<file path="src/rtl/switch_event_arbiter_pkg.sv">
// Shared event-type codes and state encodings for the switch event arbiter
// and its hold timer.
package switch_event_pkg;

    localparam logic [1:0] EVT_PRESS   = 2'b00;
    localparam logic [1:0] EVT_RELEASE = 2'b01;
    localparam logic [1:0] EVT_LONG    = 2'b10;

    typedef enum logic {
        ST_IDLE    = 1'b0,
        ST_PRESENT = 1'b1
    } out_state_t;

    typedef enum logic [1:0] {
        T_IDLE = 2'b00,
        T_RUN  = 2'b01,
        T_DONE = 2'b10
    } timer_state_t;

endpackage

</file>
<file path="src/rtl/switch_event_arbiter_if.sv">
// Event delivery bus: valid/ready handshake carrying switch id and event type,
// plus the overwrite-drop pulse.
interface switch_event_arbiter_if #(
    parameter int NUM_SWITCHES = 4
);
    localparam int ID_W = $clog2(NUM_SWITCHES);

    logic            o_Event_Valid;
    logic            i_Event_Ready;
    logic [ID_W-1:0] o_Event_Id;
    logic [1:0]      o_Event_Type;
    logic            o_Drop;

    modport master (
        output o_Event_Valid,
        output o_Event_Id,
        output o_Event_Type,
        output o_Drop,
        input  i_Event_Ready
    );

    modport slave (
        input  o_Event_Valid,
        input  o_Event_Id,
        input  o_Event_Type,
        input  o_Drop,
        output i_Event_Ready
    );
endinterface

</file>
<file path="src/rtl/switch_event_arbiter_hold_timer.sv">
// Single long-press timer shared by all switches; the most recent press owns it
// and the strobe fires combinationally so the slot is set on the terminal edge.
module switch_hold_timer
    import switch_event_pkg::*;
#(
    parameter int NUM_SWITCHES     = 4,
    parameter int LONG_PRESS_LIMIT = 12_500_000,
    localparam int ID_W            = $clog2(NUM_SWITCHES)
) (
    input  logic                    i_Clk,
    input  logic                    i_Rst_L,
    input  logic [NUM_SWITCHES-1:0] press_s,
    input  logic [NUM_SWITCHES-1:0] release_s,
    output logic                    long_stb_s,
    output logic [ID_W-1:0]         owner_r
);
    localparam int CNT_W                = $clog2(LONG_PRESS_LIMIT);
    localparam logic [CNT_W-1:0] CNT_LAST = CNT_W'(LONG_PRESS_LIMIT - 1);

    timer_state_t    state_r;
    logic [CNT_W-1:0] count_r;
    logic [ID_W-1:0]  first_press_s;
    logic             any_press_s;
    logic             owner_rel_s;

    // Lowest-index press edge wins ownership
    always_comb begin
        first_press_s = '0;
        any_press_s   = 1'b0;
        for (int i = NUM_SWITCHES - 1; i >= 0; i--) begin
            if (press_s[i]) begin
                first_press_s = ID_W'(i);
                any_press_s   = 1'b1;
            end else begin
                first_press_s = first_press_s;
                any_press_s   = any_press_s;
            end
        end
    end

    assign owner_rel_s = release_s[owner_r];
    // An owner release on the terminal cycle cancels the long-press
    assign long_stb_s  = (state_r == T_RUN) && (count_r == CNT_LAST) && !owner_rel_s;

    // Timer FSM: press re-arms, owner release stops, terminal count parks in T_DONE
    always_ff @(posedge i_Clk or negedge i_Rst_L) begin
        if (!i_Rst_L) begin
            state_r <= T_IDLE;
            owner_r <= '0;
            count_r <= '0;
        end else if (any_press_s) begin
            state_r <= T_RUN;
            owner_r <= first_press_s;
            count_r <= '0;
        end else if (owner_rel_s) begin
            state_r <= T_IDLE;
            count_r <= '0;
        end else begin
            case (state_r)
                T_RUN: begin
                    if (count_r == CNT_LAST) begin
                        state_r <= T_DONE;
                    end else begin
                        count_r <= count_r + CNT_W'(1);
                    end
                end
                T_IDLE:  state_r <= T_IDLE;
                T_DONE:  state_r <= T_DONE;
                default: state_r <= T_IDLE;
            endcase
        end
    end

endmodule

</file>
<file path="src/rtl/switch_event_arbiter.sv">
// Turns debounced switch levels into press/release/long-press events and
// delivers them one at a time, round-robin, over a valid/ready bus.
module switch_event_arbiter
    import switch_event_pkg::*;
#(
    parameter int NUM_SWITCHES     = 4,
    parameter int LONG_PRESS_LIMIT = 12_500_000
) (
    input  logic                    i_Clk,
    input  logic                    i_Rst_L,
    input  logic [NUM_SWITCHES-1:0] i_Switch,
    switch_event_arbiter_if.master  evt_bus
);
    localparam int ID_W = $clog2(NUM_SWITCHES);

    logic [NUM_SWITCHES-1:0]       prev_r;
    logic [NUM_SWITCHES-1:0]       press_s;
    logic [NUM_SWITCHES-1:0]       release_s;
    logic                          long_stb_s;
    logic [ID_W-1:0]               owner_s;

    logic [NUM_SWITCHES-1:0]       pend_r;
    logic [NUM_SWITCHES-1:0][1:0]  slot_type_r;
    logic [NUM_SWITCHES-1:0]       new_evt_s;
    logic [NUM_SWITCHES-1:0][1:0]  new_type_s;
    logic [NUM_SWITCHES-1:0]       grant_hit_s;
    logic [NUM_SWITCHES-1:0]       drop_vec_s;

    logic [ID_W-1:0]               ptr_r;
    logic [ID_W-1:0]               next_ptr_s;
    logic [ID_W-1:0]               grant_id_s;
    logic                          grant_found_s;
    logic                          accept_s;
    logic                          load_s;

    out_state_t                    state_r;
    logic                          valid_r;
    logic [ID_W-1:0]               id_r;
    logic [1:0]                    type_r;
    logic                          drop_r;

    // Previous switch levels for edge detection; zero at reset
    always_ff @(posedge i_Clk or negedge i_Rst_L) begin
        if (!i_Rst_L) begin
            prev_r <= '0;
        end else begin
            prev_r <= i_Switch;
        end
    end

    assign press_s   = i_Switch & ~prev_r;
    assign release_s = ~i_Switch & prev_r;

    switch_hold_timer #(
        .NUM_SWITCHES    (NUM_SWITCHES),
        .LONG_PRESS_LIMIT(LONG_PRESS_LIMIT)
    ) u_hold_timer (
        .i_Clk     (i_Clk),
        .i_Rst_L   (i_Rst_L),
        .press_s   (press_s),
        .release_s (release_s),
        .long_stb_s(long_stb_s),
        .owner_r   (owner_s)
    );

    // Round-robin search over the registered pending bits, starting at ptr_r
    always_comb begin
        logic [ID_W:0] sum_v;
        grant_found_s = 1'b0;
        grant_id_s    = '0;
        for (int i = 0; i < NUM_SWITCHES; i++) begin
            sum_v = {1'b0, ptr_r} + (ID_W + 1)'(i);
            if (sum_v >= (ID_W + 1)'(NUM_SWITCHES)) begin
                sum_v = sum_v - (ID_W + 1)'(NUM_SWITCHES);
            end else begin
                sum_v = sum_v;
            end
            if (!grant_found_s && pend_r[sum_v[ID_W-1:0]]) begin
                grant_found_s = 1'b1;
                grant_id_s    = sum_v[ID_W-1:0];
            end else begin
                grant_found_s = grant_found_s;
                grant_id_s    = grant_id_s;
            end
        end
    end

    // Pointer advances to the slot after the one just granted
    always_comb begin
        logic [ID_W:0] inc_v;
        inc_v = {1'b0, grant_id_s} + (ID_W + 1)'(1);
        if (inc_v >= (ID_W + 1)'(NUM_SWITCHES)) begin
            next_ptr_s = '0;
        end else begin
            next_ptr_s = inc_v[ID_W-1:0];
        end
    end

    assign accept_s = valid_r && evt_bus.i_Event_Ready;
    assign load_s   = grant_found_s && ((state_r == ST_IDLE) || accept_s);

    // Per-slot new events; edge events take priority over a long-press
    always_comb begin
        new_evt_s   = '0;
        new_type_s  = '0;
        grant_hit_s = '0;
        drop_vec_s  = '0;
        for (int s = 0; s < NUM_SWITCHES; s++) begin
            if (press_s[s]) begin
                new_evt_s[s]  = 1'b1;
                new_type_s[s] = EVT_PRESS;
            end else if (release_s[s]) begin
                new_evt_s[s]  = 1'b1;
                new_type_s[s] = EVT_RELEASE;
            end else if (long_stb_s && (owner_s == ID_W'(s))) begin
                new_evt_s[s]  = 1'b1;
                new_type_s[s] = EVT_LONG;
            end else begin
                new_evt_s[s]  = 1'b0;
                new_type_s[s] = EVT_PRESS;
            end
            grant_hit_s[s] = load_s && (grant_id_s == ID_W'(s));
            drop_vec_s[s]  = new_evt_s[s] && pend_r[s] && !grant_hit_s[s];
        end
    end

    // Pending slots, round-robin pointer and registered drop pulse
    always_ff @(posedge i_Clk or negedge i_Rst_L) begin
        if (!i_Rst_L) begin
            pend_r      <= '0;
            slot_type_r <= '0;
            ptr_r       <= '0;
            drop_r      <= 1'b0;
        end else begin
            for (int s = 0; s < NUM_SWITCHES; s++) begin
                if (new_evt_s[s]) begin
                    pend_r[s]      <= 1'b1;
                    slot_type_r[s] <= new_type_s[s];
                end else if (grant_hit_s[s]) begin
                    pend_r[s]      <= 1'b0;
                end else begin
                    pend_r[s]      <= pend_r[s];
                end
            end
            if (load_s) begin
                ptr_r <= next_ptr_s;
            end else begin
                ptr_r <= ptr_r;
            end
            drop_r <= |drop_vec_s;
        end
    end

    // Output FSM; a grant on accept reloads in place so there is no bubble
    always_ff @(posedge i_Clk or negedge i_Rst_L) begin
        if (!i_Rst_L) begin
            state_r <= ST_IDLE;
            valid_r <= 1'b0;
            id_r    <= '0;
            type_r  <= EVT_PRESS;
        end else begin
            case (state_r)
                ST_IDLE: begin
                    if (load_s) begin
                        state_r <= ST_PRESENT;
                        valid_r <= 1'b1;
                        id_r    <= grant_id_s;
                        type_r  <= slot_type_r[grant_id_s];
                    end else begin
                        valid_r <= 1'b0;
                    end
                end
                ST_PRESENT: begin
                    if (accept_s && load_s) begin
                        id_r    <= grant_id_s;
                        type_r  <= slot_type_r[grant_id_s];
                    end else if (accept_s) begin
                        state_r <= ST_IDLE;
                        valid_r <= 1'b0;
                    end else begin
                        valid_r <= 1'b1;
                    end
                end
                default: begin
                    state_r <= ST_IDLE;
                    valid_r <= 1'b0;
                end
            endcase
        end
    end

    assign evt_bus.o_Event_Valid = valid_r;
    assign evt_bus.o_Event_Id    = id_r;
    assign evt_bus.o_Event_Type  = type_r;
    assign evt_bus.o_Drop        = drop_r;

endmodule

</file>
<file path="src/flat_wrapper.sv">
// flat-port wrapper written by rule: the top's interface ports become plain ports
module switch_event_arbiter_flat import switch_event_pkg::*;
#(
    parameter int NUM_SWITCHES     = 4,
    parameter int LONG_PRESS_LIMIT = 12_500_000
)
  (i_Clk, i_Rst_L, i_Switch, evt_bus_o_Event_Valid, evt_bus_o_Event_Id, evt_bus_o_Event_Type, evt_bus_o_Drop, evt_bus_i_Event_Ready);
  switch_event_arbiter_if #(.NUM_SWITCHES(NUM_SWITCHES)) evt_bus_i ();
  input  logic i_Clk;
  input  logic i_Rst_L;
  input  logic [NUM_SWITCHES-1:0] i_Switch;
  output wire logic [$bits(evt_bus_i.o_Event_Valid)-1:0] evt_bus_o_Event_Valid;
  output wire logic [$bits(evt_bus_i.o_Event_Id)-1:0] evt_bus_o_Event_Id;
  output wire logic [$bits(evt_bus_i.o_Event_Type)-1:0] evt_bus_o_Event_Type;
  output wire logic [$bits(evt_bus_i.o_Drop)-1:0] evt_bus_o_Drop;
  input wire logic [$bits(evt_bus_i.i_Event_Ready)-1:0] evt_bus_i_Event_Ready;
  assign evt_bus_o_Event_Valid = evt_bus_i.o_Event_Valid;
  assign evt_bus_o_Event_Id = evt_bus_i.o_Event_Id;
  assign evt_bus_o_Event_Type = evt_bus_i.o_Event_Type;
  assign evt_bus_o_Drop = evt_bus_i.o_Drop;
  assign evt_bus_i.i_Event_Ready = evt_bus_i_Event_Ready;
  switch_event_arbiter #(.NUM_SWITCHES(NUM_SWITCHES), .LONG_PRESS_LIMIT(LONG_PRESS_LIMIT)) u_core (.i_Clk(i_Clk), .i_Rst_L(i_Rst_L), .i_Switch(i_Switch), .evt_bus(evt_bus_i));
endmodule
</file>
<file path="config.mk">
export PLATFORM = sky130hd
export DESIGN_NAME = switch_event_arbiter_flat
export DESIGN_NICKNAME = d
export VERILOG_FILES = /design/src/rtl/switch_event_arbiter_pkg.sv /design/src/rtl/switch_event_arbiter_if.sv /design/src/rtl/switch_event_arbiter_hold_timer.sv /design/src/rtl/switch_event_arbiter.sv /design/src/flat_wrapper.sv
export SDC_FILE = /design/constraint.sdc
export NUM_CORES = 1
export LEC_CHECK = 0
export BUFFER_PORTS_ARGS = -buffer_cell sky130_fd_sc_hd__buf_4
export CORE_ASPECT_RATIO = 1.75
export CORE_MARGIN = 1.5
export CORE_UTILIZATION = 25
export CTS_CLUSTER_DIAMETER = 150
export DETAILED_ROUTE_END_ITERATION = 16
export PLACE_DENSITY = 0.47
export SLEW_MARGIN = 10
export SYNTH_ARGS = -nofsm -noshare
export SYNTH_HDL_FRONTEND = slang
export SYNTH_HIERARCHICAL = 1
export SYNTH_SLANG_ARGS = --single-unit
</file>
<file path="constraint.sdc">
create_clock -name i_Clk -period 2.7 [get_ports i_Clk]
set_input_delay 0.405 -clock i_Clk [delete_from_list [all_inputs] [get_ports i_Clk]]
set_output_delay 0.405 -clock i_Clk [all_outputs]
set_load 0.01 [all_outputs]
</file>
==> run summary <==
Status = finished clean
LEAKAGE = 1.32 nW
Clk_lat worst skew = 0.30 ns
CTS Buffer Depth = 2
Clk slew on worst S/H paths = 0.07 ns
Crit path capture type = flip-flop
Cell variety after synth = 47
H-tree depth = 2
Main synth FF type = dfrtp_1
Final ANT Viol Nets = 0
DIE WIDTH = 81.4 um
Setup violations, final = 0
Max FO, Critical Path = 6
Hold WS = 0.141 ns
Synth-to-layout area growth = 13.9%
Crit share post-route = 88.4%
Starting Density = 25.4%
CTS tree = done
Relative slew slack = 52.2%
Pwr/cell area = 739 nW/um^2
Async S/R FF share, synth = 100%
TritonCTS Buffers = 5
Post-synth EDFFs = 0
Cells after Synth = 271
WP data arrival = 2.62 ns
First-pass GRT wire length = 10300 um
PortBufs = 12
Ant. Diodes = 0
Layout Nets = 298
Final hold violation count = 0
Core Area = 10600 sq um
Sequential area share after synthesis = 49.3%
CTS sink cnt = 53
Setup TNS = 0 ns
Yosys warning total = 6
Post-CTS setup buffer count = 0
Max Slew Vio Count = 0
GRT Residual Overflow = 0
Kind of critical path = reg2reg
Overall Global Routing Usage = 12.0%
RSZ-0062 raised after global routing = no
Post-CTS Hold Buffers = 0
Avg Synthesized Cell Area = 9.93 sq um
Detailed Routing Iterations Pass 1 = 4
Via count = 1983
Die ar. = 11400 sq um
Largest net degree at the start of global routing = 54
Maximum clock frequency = 0.419 GHz
Cell row count = 50
Vias per Instance = 4.77
HP Class = in2async
CTS resizes = 0
Final min period = 2.39 ns
Syn_nets = 284
Top Ports = 13
Slew @ Worst Pin = 0.711 ns
Placer congestion estimate = 0.772
Total power draw = 2.26 mW
Chip height = 140 um
Mapped cell area = 2690 sq um
Drt total wl = 6190 um
Critical Path Start Type = flip-flop
Initial antenna violation count = 0
Clk_skew = 0.00588 ns
Proportion of layout cells with a drive suffix above 1 = 10.8%
DR iter-0 viols = 97
Final HPWL DP = 4560 um
Wire per inst = 14.9 um
Vias in the first global route = 2077
Worst vdd ir = 0.357 mV
Residual DRC = 0
Critical Path RT = 2.93 ns
Synthesized flop and latch total = 53
Root Buffer = clkbuf_16
Max_cap viols = 0
## worst max-delay path, stage by stage (launching register included)
cell and delay (ns):
dfrtp_1 0.44, nand4_1 0.17, nor4_1 0.45, nand4_1 0.15, nor3_1 0.43, nor3b_1 0.31
nor2_1 0.12, nand3b_1 0.17, nand4_1 0.08
## placed cells by master, fill, tap and decap left out, types with 2 or more instances in the layout
master       n
nand2_1     38
and3_1       5
a31oi_1      2
inv_1        8
o21ai_0      5
ha_1         6
or2_2        4
a21o_1       5
xor2_1       7
or4_1        3
and4_1       4
nor2b_1     11
and2_1       3
xnor2_1     11
clkinvlp_4   2
nor4_1       5
nor3_1       7
nand3b_1     4
mux2i_1      4
nand4_1     10
clkbuf_16    5
o211ai_1     3
nand3_1      8
nor2_1      34
dfrtp_1     53
a21oi_1      5
buf_4       13
## per-layer routing
layer	routed length [um]	vias to the layer above	global-route usage, %	share of wire [%]
li1	-	969	-	-
met1	2350	990	12.3	38
met2	3560	15	22.4	58
met3	120	9	2.41	1.9
met4	152	0	5.26	2.5
met5	0	-	0	0
## per-stage QoR
step	util, %	instance area [sq um]	worst slack (ns)	std cells
floorplan	-	2690	0.625	271
detailed placement	27.6	2920	0.386	408
finish	29.0	3060	0.314	416
global placement	27.6	2920	0.452	408
CTS	29.0	3060	0.341	416
global route	29.0	3060	0.0344	416
## worst paths after layout
path / startpoint / end / slack (ns) / cells past startpoint
setup reg to reg: u_core/u_hold_timer/count_r[10] / u_core/evt_bus.o_Drop / 0.31 / 8
setup / recovery: u_core/u_hold_timer/count_r[10] / u_core/evt_bus.o_Drop / 0.31 / 8
max in group asynchronous: i_Rst_L / u_core/u_hold_timer/state_r[1] / 2.09 / 1
min in group i_Clk: i_Switch[1] / u_core/prev_r[1] / 0.22 / 1
hold / removal: i_Rst_L / u_core/u_hold_timer/count_r[14] / 0.14 / 1
hold reg to reg: u_core/slot_type_r[4] / u_core/slot_type_r[4] / 0.48 / 1
## final cells by class
cell class	instances	area [sq um]
fillers	1117	7510
clock buffers	6	129
flip-flops and latches	53	1330
multi-input cells	204	1300
well taps	130	163
inverters	8	30.0
repair buffers	13	97.6
clock inverters	2	15.0
## power by group
group	switching (mW)	internal (mW)
clock network	0.301	0.345
registers	0.109	0.888
logic	0.357	0.264
total	0.767	1.50
## flip-flops by register name (all words and copies together) (netlist names)
register                      cells
u_core/slot_type_r                8
u_core/ptr_r                      2
u_core/prev_r                     4
u_core/evt_bus.o_Event_Id         2
u_core/u_hold_timer/state_r       2
u_core/u_hold_timer/owner_r       2
u_core/u_hold_timer/count_r      24
u_core/state_r                    1
u_core/pend_r                     4
u_core/evt_bus.o_Event_Valid      1
u_core/evt_bus.o_Drop             1
u_core/evt_bus.o_Event_Type       2
## kinds of logic (layout without fill, tap and decap cells)
kind of cell / after synthesis / in the layout / synth area share (%)
xor gates and xnor gates: 18 / 18 / 5.86
AOI/OAI and AO/OA: 31 / 31 / 9.44
buffers and inverters: 14 / 29 / 2.28
muxes: 5 / 5 / 2.33
DFF: 53 / 53 / 49.3
adders and majority gates: 6 / 6 / 2.79
and+or+nand+nor: 144 / 144 / 28.0
## cells in the mapped netlist, types with 2 or more instances
cell | count | area share, %
or2_2 | 4 | 0.93
nor2b_1 | 11 | 2.6
or4_1 | 3 | 0.84
o21ai_0 | 5 | 0.93
inv_1 | 8 | 1.1
xnor2_1 | 11 | 3.6
and2_1 | 3 | 0.70
nand3b_1 | 4 | 1.1
a31oi_1 | 2 | 0.47
nor4_1 | 5 | 1.2
clkbuf_1 | 4 | 0.56
mux2i_1 | 4 | 1.5
ha_1 | 6 | 2.8
a21oi_1 | 5 | 0.93
nand2_1 | 38 | 5.3
and4_1 | 4 | 1.3
o211ai_1 | 3 | 0.84
and3_1 | 5 | 1.2
nor2_1 | 34 | 4.7
dfrtp_1 | 53 | 49
nand4_1 | 10 | 2.3
xor2_1 | 7 | 2.3
a21o_1 | 5 | 1.4
nand3_1 | 8 | 1.5
nor3_1 | 7 | 1.3
(Power assumes the default switching activity.)
